--- src/rtl/key_debounce_pkg.sv ---
// -----------------------------------------------------------------------------
// key_debounce_pkg
//   Shared definitions for the push-button input path.
//   - key_state_e : debounce FSM states
//   - CLK_HZ      : system clock frequency of the PLL domain
//   - cnt_width() : counter width helper. It never returns 0, so a counter
//                   whose range is degenerate still gets a legal vector.
// -----------------------------------------------------------------------------
package key_debounce_pkg;

    typedef enum logic [1:0] {
        IDLE         = 2'd0,
        PRESS_WAIT   = 2'd1,
        HELD         = 2'd2,
        RELEASE_WAIT = 2'd3
    } key_state_e;

    localparam int unsigned CLK_HZ = 40_000_000;

    // Bits needed to hold the values 0..n-1 (at least 1).
    function automatic int unsigned cnt_width(input int unsigned n);
        return (n < 2) ? 1 : $clog2(n);
    endfunction

endpackage

--- src/rtl/key_debounce_tick_gen.sv ---
// -----------------------------------------------------------------------------
// tick_gen
//   Free-running prescaler. It counts 0..DIV-1 and raises tick for exactly one
//   clk while the count is DIV-1, then wraps to 0. Transitions elsewhere never
//   clear it, so all users share one fixed tick grid.
// Ports
//   clk    in   system clock
//   rst_n  in   asynchronous active-low reset (count returns to 0)
//   tick   out  one-cycle strobe every DIV clk
// -----------------------------------------------------------------------------
module tick_gen #(
    parameter int unsigned DIV = 4000
) (
    input  logic clk,
    input  logic rst_n,
    output logic tick
);
    import key_debounce_pkg::*;

    localparam int unsigned W    = cnt_width(DIV);
    localparam logic [W-1:0] LAST = W'(DIV - 1);

    logic [W-1:0] cnt_q;
    logic [W-1:0] cnt_d;

    always_comb begin
        tick  = (cnt_q == LAST);
        cnt_d = tick ? '0 : cnt_q + W'(1);
    end

    always_ff @(posedge clk or negedge rst_n) begin
        if (!rst_n) begin
            cnt_q <= '0;
        end else begin
            cnt_q <= cnt_d;
        end
    end

endmodule

--- src/rtl/key_debounce.sv ---
// -----------------------------------------------------------------------------
// key_debounce
//   Reads one mechanical push-button and delivers clean clk-synchronous events.
//   The raw pin is synchronised by two flops, folded to "pressed" polarity and
//   debounced on a tick grid from tick_gen. A change is only accepted after
//   DEBOUNCE_TICKS consecutive ticks of the new level.
// Ports
//   clk          in   system clock (PLL 40 MHz)
//   rst_n        in   asynchronous active-low reset
//   key_in       in   raw button pin, asynchronous to clk
//   key_level    out  debounced level, 1 = pressed
//   key_press    out  1-cycle pulse on accepted press
//   key_release  out  1-cycle pulse on accepted release
//   key_long     out  1-cycle pulse, once per press, after LONG_TICKS in HELD
// -----------------------------------------------------------------------------
module key_debounce #(
    parameter int unsigned TICK_DIV       = 4000,
    parameter int unsigned DEBOUNCE_TICKS = 200,
    parameter int unsigned LONG_TICKS     = 10000,
    parameter bit          KEY_ACTIVE_LOW = 1'b1
) (
    input  logic clk,
    input  logic rst_n,
    input  logic key_in,
    output logic key_level,
    output logic key_press,
    output logic key_release,
    output logic key_long
);
    import key_debounce_pkg::*;

    localparam int unsigned DEB_W  = cnt_width(DEBOUNCE_TICKS + 1);
    localparam int unsigned LONG_W = cnt_width(LONG_TICKS + 1);

    localparam logic [DEB_W-1:0]  DEB_LAST  = DEB_W'(DEBOUNCE_TICKS - 1);
    localparam logic [LONG_W-1:0] LONG_LAST = LONG_W'(LONG_TICKS - 1);
    localparam logic [LONG_W-1:0] LONG_MAX  = LONG_W'(LONG_TICKS);

    // Pin level of a released key; the synchroniser resets to it so that
    // reset release does not look like an edge.
    localparam logic RELEASED_LVL = KEY_ACTIVE_LOW;

    // ------------------------------------------------------------------
    // Input path
    // ------------------------------------------------------------------
    logic sync1_q;
    logic sync2_q;
    logic pressed;
    logic tick;

    always_ff @(posedge clk or negedge rst_n) begin
        if (!rst_n) begin
            sync1_q <= RELEASED_LVL;
            sync2_q <= RELEASED_LVL;
        end else begin
            sync1_q <= key_in;
            sync2_q <= sync1_q;
        end
    end

    assign pressed = sync2_q ^ KEY_ACTIVE_LOW;

    tick_gen #(
        .DIV (TICK_DIV)
    ) u_tick_gen (
        .clk   (clk),
        .rst_n (rst_n),
        .tick  (tick)
    );

    // ------------------------------------------------------------------
    // Debounce FSM
    // ------------------------------------------------------------------
    key_state_e        state_q,    state_d;
    logic [DEB_W-1:0]  deb_cnt_q,  deb_cnt_d;
    logic [LONG_W-1:0] long_cnt_q, long_cnt_d;
    logic              level_q,    level_d;
    logic              press_q,    press_d;
    logic              release_q,  release_d;
    logic              long_q,     long_d;

    always_comb begin
        state_d    = state_q;
        deb_cnt_d  = deb_cnt_q;
        long_cnt_d = long_cnt_q;
        press_d    = 1'b0;
        release_d  = 1'b0;
        long_d     = 1'b0;

        unique case (state_q)
            IDLE: begin
                if (pressed) begin
                    state_d   = PRESS_WAIT;
                    deb_cnt_d = '0;
                end
            end

            PRESS_WAIT: begin
                if (!pressed) begin
                    state_d = IDLE;
                end else if (tick) begin
                    deb_cnt_d = deb_cnt_q + DEB_W'(1);
                    if (deb_cnt_q == DEB_LAST) begin
                        state_d    = HELD;
                        press_d    = 1'b1;
                        long_cnt_d = '0;
                    end
                end
            end

            HELD: begin
                if (!pressed) begin
                    state_d   = RELEASE_WAIT;
                    deb_cnt_d = '0;
                end else if (tick && (long_cnt_q != LONG_MAX)) begin
                    // Saturation makes the pulse fire once per press.
                    long_cnt_d = long_cnt_q + LONG_W'(1);
                    long_d     = (long_cnt_q == LONG_LAST);
                end
            end

            RELEASE_WAIT: begin
                if (pressed) begin
                    // long_cnt is left alone: a release bounce must not
                    // restart the long-press timer.
                    state_d = HELD;
                end else if (tick) begin
                    deb_cnt_d = deb_cnt_q + DEB_W'(1);
                    if (deb_cnt_q == DEB_LAST) begin
                        state_d   = IDLE;
                        release_d = 1'b1;
                    end
                end
            end

            default: begin
                state_d = IDLE;
            end
        endcase

        // Registered from the next state so the level flips on the same
        // clk as the press/release pulse.
        level_d = (state_d == HELD) || (state_d == RELEASE_WAIT);
    end

    always_ff @(posedge clk or negedge rst_n) begin
        if (!rst_n) begin
            state_q    <= IDLE;
            deb_cnt_q  <= '0;
            long_cnt_q <= '0;
            level_q    <= 1'b0;
            press_q    <= 1'b0;
            release_q  <= 1'b0;
            long_q     <= 1'b0;
        end else begin
            state_q    <= state_d;
            deb_cnt_q  <= deb_cnt_d;
            long_cnt_q <= long_cnt_d;
            level_q    <= level_d;
            press_q    <= press_d;
            release_q  <= release_d;
            long_q     <= long_d;
        end
    end

    assign key_level   = level_q;
    assign key_press   = press_q;
    assign key_release = release_q;
    assign key_long    = long_q;

endmodule

--- config.mk ---
export PLATFORM = sky130hd
export DESIGN_NAME = key_debounce
export DESIGN_NICKNAME = d
export VERILOG_FILES = /design/src/rtl/key_debounce_pkg.sv /design/src/rtl/key_debounce_tick_gen.sv /design/src/rtl/key_debounce.sv
export SDC_FILE = /design/constraint.sdc
export NUM_CORES = 1
export LEC_CHECK = 0
export CELL_PAD_IN_SITES_DETAIL_PLACEMENT = 1
export CELL_PAD_IN_SITES_GLOBAL_PLACEMENT = 1
export CORE_MARGIN = 3
export CORE_UTILIZATION = 47
export DETAILED_ROUTE_END_ITERATION = 10
export PLACE_DENSITY = 0.76
export SLEW_MARGIN = 30
export SYNTH_ARGS = -nofsm -noshare
export SYNTH_HDL_FRONTEND = slang
export SYNTH_SLANG_ARGS = --single-unit
--- constraint.sdc ---
create_clock -name clk -period 2.3 [get_ports clk]
set_clock_uncertainty 0.2 [all_clocks]
set_input_delay 0.575 -clock clk [delete_from_list [all_inputs] [get_ports clk]]
set_output_delay 0.575 -clock clk [all_outputs]
set_load 0.02 [all_outputs]
# Word-level counts from Yosys, hierarchy flattened
# Index checks and enable logic that the tools add are counted.
[word_totals]
ff_bits = 42
latch_bits = 0
ram_bits = 0
romBits = 0
input_bits = 3
output_inout_bits = 4
word_cells = 67
memories = 0
[classes]
addsub = 3
mul = 0
div = 0
order_cmp = 0
eq_ne = 17
shifts = 0
n_mux = 31
bitwise_logic = 0
n_reduce_logical = 6
[op_table]
columns = ["operator", "n"]
rows = [
  ["$mux 14", 5],
  ["$mux 8", 5],
  ["$pmux 8 s4", 1],
  ["$pmux 14 s2", 1],
  ["$mux 2", 8],
  ["$ne 2x2->1 const B", 8],
  ["$add 14x1->14 const B", 1],
  ["$eq 14x14->1 const B", 1],
  ["$ne 14x14->1 const B", 1],
  ["$add 12x1->12 const B", 1],
  ["$eq 12x12->1 const B", 1],
  ["$mux 12", 1],
  ["$mux 1", 9],
  ["$add 8x1->8 const B", 1],
  ["$eq 2x2->1 const B", 4],
  ["$eq 8x8->1 const B", 1],
  ["$pmux 2 s4", 1],
  ["$reduce_and 6->1", 1],
  ["$reduce_and 4->1", 1],
  ["$eq 2x1->1 const B", 1],
  ["$logic_not 2->1", 1],
  ["$reduce_bool 2->1", 1],
  ["$logic_and 1x1->1", 1],
  ["$logic_or 1x1->1", 1],
]

# Longest topological paths before layout
# Gate-level depths: netlist of the first run.
[logic_depth]
word_depth = 7
ltp_mapped = 9
depth_no_buf = 7

# Cells and area by module
# From an unflattened synthesis of the first run, not the netlist that was laid out.
[unflattened]
hier_cells = 214
hier_area_um2 = 2123.3
[modules_own_cells]
columns = ["mod", "instances", "cells_each", "area_per_inst_um2", "seq_area_each_um2"]
rows = [
  ["key_debounce", 1, 159, 1546.5, 728.2],
  ["tick_gen", 1, 55, 576.8, 300.3],
]

# Worst setup path after synthesis of the first run
# Ideal clock, no wire load.
[synth_timing]
path_kind = "flip-flop to flip-flop"
from = "register u_tick_gen.cnt_q[0]"
to = "register long_cnt_q[3]"
setup_ps = 69
arrival_ps = 1848
required_ps = 2031
path_slack_ps = 183
path_stages_with_launch = 8
n_path_buf = 1
period_less_slack_ps = 2117
path_cell_list = "dfrtp_1 -> ha_1 -> and4_1 -> clkbuf_1 -> nand4_2 -> a2bb2oi_2 -> or4_1 -> nand3_1"
[synth_between]
elab_chain_cells = 4
word_cells_on_any_way = 5
classes_between = "3 x eq/ne; 2 x reduce/logical"
[synth_rtl]
columns = ["item", "line", "rtl"]
rows = [
  ["start: declaration", "key_debounce_tick_gen.sv:23", "logic [W-1:0] cnt_q;"],
  ["start signal: assignment", "key_debounce_tick_gen.sv:35", "cnt_q <= cnt_d;"],
  ["$eq 12x12->1 *", "key_debounce_tick_gen.sv:27", "tick = (cnt_q == LAST);"],
  ["$logic_and 1x1->1", "key_debounce.sv:115", "end else if (tick && (long_cnt_q != LONG_MAX)) begin"],
  ["$ne 2x2->1 (no line)", "-", ""],
  ["$reduce_and 6->1 (no line) *", "-", ""],
  ["end signal: assignment", "key_debounce.sv:158", "long_cnt_q <= long_cnt_d;"],
  ["end: declaration", "key_debounce.sv:76", "logic [LONG_W-1:0] long_cnt_q, long_cnt_d;"],
]
# Every way passes the cells marked *; elsewhere a longest branch is shown, timed or not.
# A chain may end at the register's enable or synchronous reset.

# Worst setup path in the final report of the first run
[layout_timing]
from = "register deb_cnt_q[0]"
to = "register long_cnt_q[3]"
[layout_between]
elab_chain_cells = 3
[layout_rtl]
columns = ["item", "line", "rtl"]
rows = [
  ["start: declaration", "key_debounce.sv:75", "logic [DEB_W-1:0] deb_cnt_q, deb_cnt_d;"],
  ["start signal: assignment", "key_debounce.sv:157", "deb_cnt_q <= deb_cnt_d;"],
  ["$eq 8x8->1", "key_debounce.sv:103", "if (deb_cnt_q == DEB_LAST) begin"],
  ["$ne 2x2->1 (no line)", "-", ""],
  ["$reduce_and 6->1 (no line)", "-", ""],
]
# No other way between the ends.

==> out/results.tsv, run 1 <==
metric	value	unit
fmax	449	MHz
largest net degree at the start of global routing	22	
Chip Height	74.3	um
Cell Area, Synth	0.00219	mm^2
P_leak	1.10	nW
RR Endpoint	long_cnt_q[3]	
Syn Inst Count	228	
worst slew pin tran	0.501	ns
Seq cells post-synth	41	
Worst-Skew Late Latency	0.30	ns
gp weighted congestion	0.797	
Arr. time, crit path	2.27	ns
Startpoint Class	flop	
Ports	7	
crit-path max cell delay	0.50	ns
post-layout net count	258	
most frequent cells in the layout	dfrtp_1, o21ai_0, nand2_1	
area delta synth->final	16.6	%
multi-input logic area	0.00115	mm^2
die area	0.00552	mm^2
CTS Hold Bufs	0	
share of layout cells above drive strength 1	18.3	%
dpl cell area	0.00241	mm^2
CTS H-tree depth	2	
pwr/cell area	492	mW/mm^2
CTS tree	done	
most common cell after layout, fill and taps aside	dfrtp_1	
Sequential Area	0.00103	mm^2
final instance area	0.00256	mm^2
Hold Path Class	in2async	
top_reg_cell synth	dfrtp_1	
yosys warns	0	
Critical Path RT	2.34	ns
clk slew on worst S/H paths	0.08	ns
clock root cell	clkbuf_8	
Antenna Cells	0	
routed len/inst	17.8	um
sequential share of the synthesized area	46.9	%
kind of critical path	reg2reg	
syn nets	235	
grt ovf	0	
ys async rst share	100	%
CP max-delay cell	or4_1	
Overall Power	1.26	mW
drt first pass iters	4	
CP max FO	8	
Initial Util	49.4	%
post-synth top area share	44.5	%
final worst-path setup slack	0.0713	ns
clock tree buffer depth	2	
total of max-cap violations	0	
CTS sink cnt	41	
Avg Inst Size Synth	9.62	um^2
GRT Util Overall	21.7	%
drt total wl	5420	um
hold_ws	0.0298	ns
dpl ws	0.0116	ns
FF-to-FF setup slack	0.07	ns
first-pass GRT wire length	9160	um
critical-path cell list	ha_2, nand4_1, nor4b_4, a2bb2oi_4, or4_1, nand3_1	
vias in the first global route	1885	
Max VDD drop	236	uV
crit end category	flop	
Placeable Area	0.00444	mm^2
# DRC	0	
reg2reg start	deb_cnt_q[0]	
die outline width	74.3	um
number of synthesized flops with an enable pin	0	
dpl hpwl	4020	um
status	finished clean	
cell accounting for the most synthesized area	dfrtp_1	
DR vias	1834	
final period utilization	96.9	%
leading post-synthesis cells by cell area	dfrtp_1, o21ai_0, nand2_1	
number of port buffers	6	
number of buffers created by CTS	5	
final hold violation count	0	
# rows	24	
DRT antenna net count	0	
library cells used by synthesis	45	
initial antenna violation count	0	
post-layout minimum cycle time	2.23	ns
Setup Viol. Count Final	0	
relative slew slack	66.6	%
Via density	6.03	
Slew Limit Fails	0	
setup TNS	0	ns
initial drt markers	82	
Layout fillers	509	
r2r worst-path depth	6	
area by class of cell:
type | instances | share of cell area (%)
Clock buffer | 8 | 3.52
Inverter | 4 | 0.587
Sequential cell | 41 | 40.2
Timing Repair Buffer | 23 | 8.22
Tap cell | 52 | 2.54
Multi-Input combinational cell | 176 | 44.9
critical path: cells and delay by family, from the launching register on:
kind / cells / cell delay [ns]
compound gates: 1 / 0.15
fa+ha+maj: 1 / 0.24
flops: 1 / 0.41
simple gates: 4 / 1.18
where the power goes:
group	switching, mW	total, mW	internal, mW
clock	0.255	0.500	0.245
combinational	0.0225	0.0318	0.00936
sequential	0.00328	0.728	0.724
total	0.280	1.26	0.979
worst max path at each step:
stage                         from            end  slack (ns)
6_report              deb_cnt_q[0]  long_cnt_q[3]        0.07
2_1_floorplan  u_tick_gen.cnt_q[0]  long_cnt_q[3]        0.18
3_5_place_dp         long_cnt_q[1]  long_cnt_q[4]        0.01
4_1_cts              long_cnt_q[1]  long_cnt_q[4]       0.006
3_3_place_gp          deb_cnt_q[4]  long_cnt_q[3]        0.10
5_1_grt               deb_cnt_q[0]  long_cnt_q[3]       -0.02
synth_stat cells, drive strengths merged, types with 2 or more instances:
library cell	number
o21ai	25
ha	4
or3	2
nand4	12
nand2	23
dfstp	2
clkbuf	3
xnor2	5
o31ai	4
a21oi	7
and2	5
or3b	2
a22o	5
xor2	5
a211oi	2
nand3	14
nor3	8
buf	4
nand2b	4
nor4b	2
nor2	20
a311oi	3
a2bb2oi	2
nor3b	2
mux2	3
and3	6
inv	4
and4	4
dfrtp	39
timing repair:
item	in CTS	in global routing
hold endpoints to repair	0	0
gates resized for setup	1	8
setup buffers	0	1
pin swaps	0	3
endpoints found under the setup margin	1	16
sequential cells by signal, indices dropped and copies added (netlist names), 2 cells and up:
register,count
long_cnt_q,14
u_tick_gen.cnt_q,12
deb_cnt_q,8
state_q,2
cells by family (layout without fill, tap and decap cells):
group,count (synthesis),in the layout,synth area share (%)
and+or+nand+nor,109,109,27.8
AOI/OAI and AO/OA,49,49,14.1
DFF,41,41,46.9
buffers and inverters,11,35,2.91
xor gates and xnor gates,10,10,3.99
adders and majority gates,4,4,2.28
muxes,4,4,2.00
routing by layer:
layer | global-route usage, % | part of all wire (%)
met1 | 29.1 | 48
met2 | 35.3 | 48
met3 | 5.00 | 2.6
met4 | 5.93 | 1.1
met5 | 0 | 0
through the flow:
step	instances	utilization (%)
after floorplan	228	-
after global placement	295	54.2
after detailed placement	295	54.2
after CTS	303	56.4
after global routing	304	57.5
final	304	57.5
No activity file was read; power rests on OpenSTA's default activity.
==> inputs of run 2 (changes only) <==
--- a/config.mk
+++ b/config.mk
@@ -10,6 +10,7 @@
 export CORE_MARGIN = 3
 export CORE_UTILIZATION = 47
 export DETAILED_ROUTE_END_ITERATION = 10
+export HOLD_SLACK_MARGIN = 0.02
 export PLACE_DENSITY = 0.76
 export SLEW_MARGIN = 30
 export SYNTH_ARGS = -nofsm -noshare
==> results of run 2 <==
No change in the layout: final DEF, timing and power equal those of run 1.
==> inputs of run 3 (changes only) <==
--- a/config.mk
+++ b/config.mk
@@ -7,6 +7,7 @@
 export LEC_CHECK = 0
 export CELL_PAD_IN_SITES_DETAIL_PLACEMENT = 1
 export CELL_PAD_IN_SITES_GLOBAL_PLACEMENT = 1
+export CORE_ASPECT_RATIO = 1.1
 export CORE_MARGIN = 3
 export CORE_UTILIZATION = 47
 export DETAILED_ROUTE_END_ITERATION = 10
==> out/results.tsv, run 3 (synthesis gave the netlist of run 1 again) <==
metric	value	unit	change
status	finished, violations left		was finished clean
failing checks	negative setup slack		
die area	0.00552	mm^2	about the same
# rows	25		was 24
largest net degree at the start of global routing	42		was 22
GRT Util Overall	21.8	%	was 21.7%
kind of critical path	reg2reg		unchanged
clock tree buffer depth	2		unchanged
Largest register FFs	14		unchanged
busiest grt layer	met2		unchanged
setup TNS	-0.0144	ns	was 0 ns
Most flops, register	long_cnt_q		unchanged
GRT met2 Usage	35.7	%	was 35.3%
Chip Height	77.6	um	was 74.3 um
drt total wl	5550	um	was 5420 um
dpl hpwl	4150	um	was 4020 um
Critical Path RT	2.33	ns	was 2.34 ns
biggest regs	long_cnt_q x14, u_tick_gen.cnt_q x12, deb_cnt_q x8		unchanged
Setup Viol. Count Final	1		was 0
Pint	0.977	mW	was 0.979 mW
unrepaired setup endpoints after global routing	yes		
most frequent cells in the layout	dfrtp_1, o21ai_0, buf_4		was dfrtp_1, o21ai_0, nand2_1
final worst-path setup slack	-0.0144	ns	was 0.0713 ns
Sequential Area	0.00103	mm^2	unchanged
Switching Power	0.264	mW	was 0.280 mW
gp weighted congestion	0.877		was 0.797
Slew Limit Fails	0		unchanged
post-cts sizing count	0		was 1
CTS sink cnt	41		unchanged
multi-input logic area	0.00113	mm^2	was 0.00115 mm^2
share of layout cells above drive strength 1	20.8	%	was 18.3%
Hold Path Class	in2async		unchanged
post-layout net count	265		was 258
vias in the first global route	1941		was 1885
pwr/cell area	483	mW/mm^2	was 492 mW/mm^2
Comb pwr share	2.4	%	was 2.5%
crit-path max cell delay	0.53	ns	was 0.50 ns
drt first pass iters	4		unchanged
total of max-cap violations	0		unchanged
clk slew on worst S/H paths	0.07	ns	was 0.08 ns
critical-path cell list	nor3b_1, nand4_2, a2bb2oi_2, buf_4, or4_1, nand3_1		was ha_2, nand4_1, nor4b_4, a2bb2oi_4, or4_1, nand3_1
worst slew pin tran	0.601	ns	was 0.501 ns
CP max-delay cell	nor3b_1		was or4_1
CTS tree	done		unchanged
Layout fillers	504		was 509
Max VDD drop	327	uV	was 236 uV
crit end category	flop		unchanged
Via density	5.94		was 6.03
first-pass GRT wire length	9380	um	was 9160 um
Initial Util	49.7	%	was 49.4%
clock power share	39.0	%	was 39.7%
grt ovf	0		unchanged
met1 usage	27.9	%	was 29.1%
dpl ws	0.00584	ns	was 0.0116 ns
final hold violation count	0		unchanged
DRT antenna net count	0		unchanged
Worst-Skew Late Latency	0.29	ns	was 0.30 ns
P_leak	1.11	nW	was 1.10 nW
postcts setup bufs	0		unchanged
number of port buffers	6		unchanged
Arr. time, crit path	2.35	ns	was 2.27 ns
CP max FO	12		was 8
number of buffers created by CTS	5		unchanged
fmax	432	MHz	was 449 MHz
routed len/inst	17.7	um	was 17.8 um
most common cell after layout, fill and taps aside	dfrtp_1		unchanged
Antenna Cells	0		unchanged
Placeable Area	0.00441	mm^2	was 0.00444 mm^2
utilization after layout	58.3	%	was 57.5%
Ports	7		unchanged
met3 Use GR	4.27	%	was 5.00%
final period utilization	101	%	was 96.9%
area delta synth->final	17.2	%	was 16.6%
initial drt markers	103		was 82
post-layout minimum cycle time	2.31	ns	was 2.23 ns
Seq pwr share	58.6	%	was 57.8%
relative slew slack	59.8	%	was 66.6%
Startpoint Class	flop		unchanged
Sw Ratio	21.3	%	was 22.3%
initial antenna violation count	0		unchanged
DR vias	1860		was 1834
CTS H-tree depth	2		unchanged
die outline width	71.1	um	was 74.3 um
CTS Hold Bufs	0		unchanged
clock root cell	clkbuf_8		unchanged
# DRC	0		unchanged
[run 3: worst max-delay path: cells and delay by family, from the launching register on]
kind	cells	cell delay, ns
and+or+nand+nor	4	1.29
DFF	1	0.41
buffers and inverters	1	0.18
AOI/OAI and AO/OA	1	0.17
[run 3: area by class of cell]
type	instances	share of cell area [%]
Timing Repair Buffer	30	9.15
Sequential cell	41	40.0
Tap cell	54	2.63
Multi-Input combinational cell	176	44.1
Clock buffer	8	3.50
Inverter	4	0.584
[run 3: power by group through the flow]
stage | combinational, mW | sequential (mW) | clock (mW)
2_1_floorplan | 0.00704 | 0.741 | 0
3_3_place_gp | 0.0302 | 0.741 | 0
3_5_place_dp | 0.0319 | 0.741 | 0
4_1_cts | 0.0318 | 0.727 | 0.502
5_1_grt | 0.0353 | 0.727 | 0.532
6_report | 0.0304 | 0.727 | 0.484
[run 3: layer usage]
layer	up-vias	routed length, um
li1	896	-
met5	-	0
met2	21	2740
met1	932	2530
met4	0	133
met3	11	141
[run 3: through the flow]
step                      cells  instance area [um^2]  hold WS (ns)  power [mW]
final                       313                  2570         0.136        1.24
after global routing        313                  2570         0.167        1.29
after CTS                   313                  2540         0.153        1.26
after detailed placement    305                  2450         0.151       0.773
after global placement      305                  2450         0.150       0.771
after floorplan             228                  2190        0.0794       0.748
[run 3: worst paths after layout]
check                      cells after the start  slack [ns]     from             end
min                                            2        0.14    rst_n  long_cnt_q[12]
max reg2reg                                    6       -0.01  sync2_q   long_cnt_q[3]
max                                            6       -0.01  sync2_q   long_cnt_q[3]
max in group asynchronous                      2        1.38    rst_n         sync1_q
min reg2reg                                    0        0.16  sync1_q         sync2_q
min in group clk                               0        0.16  sync1_q         sync2_q
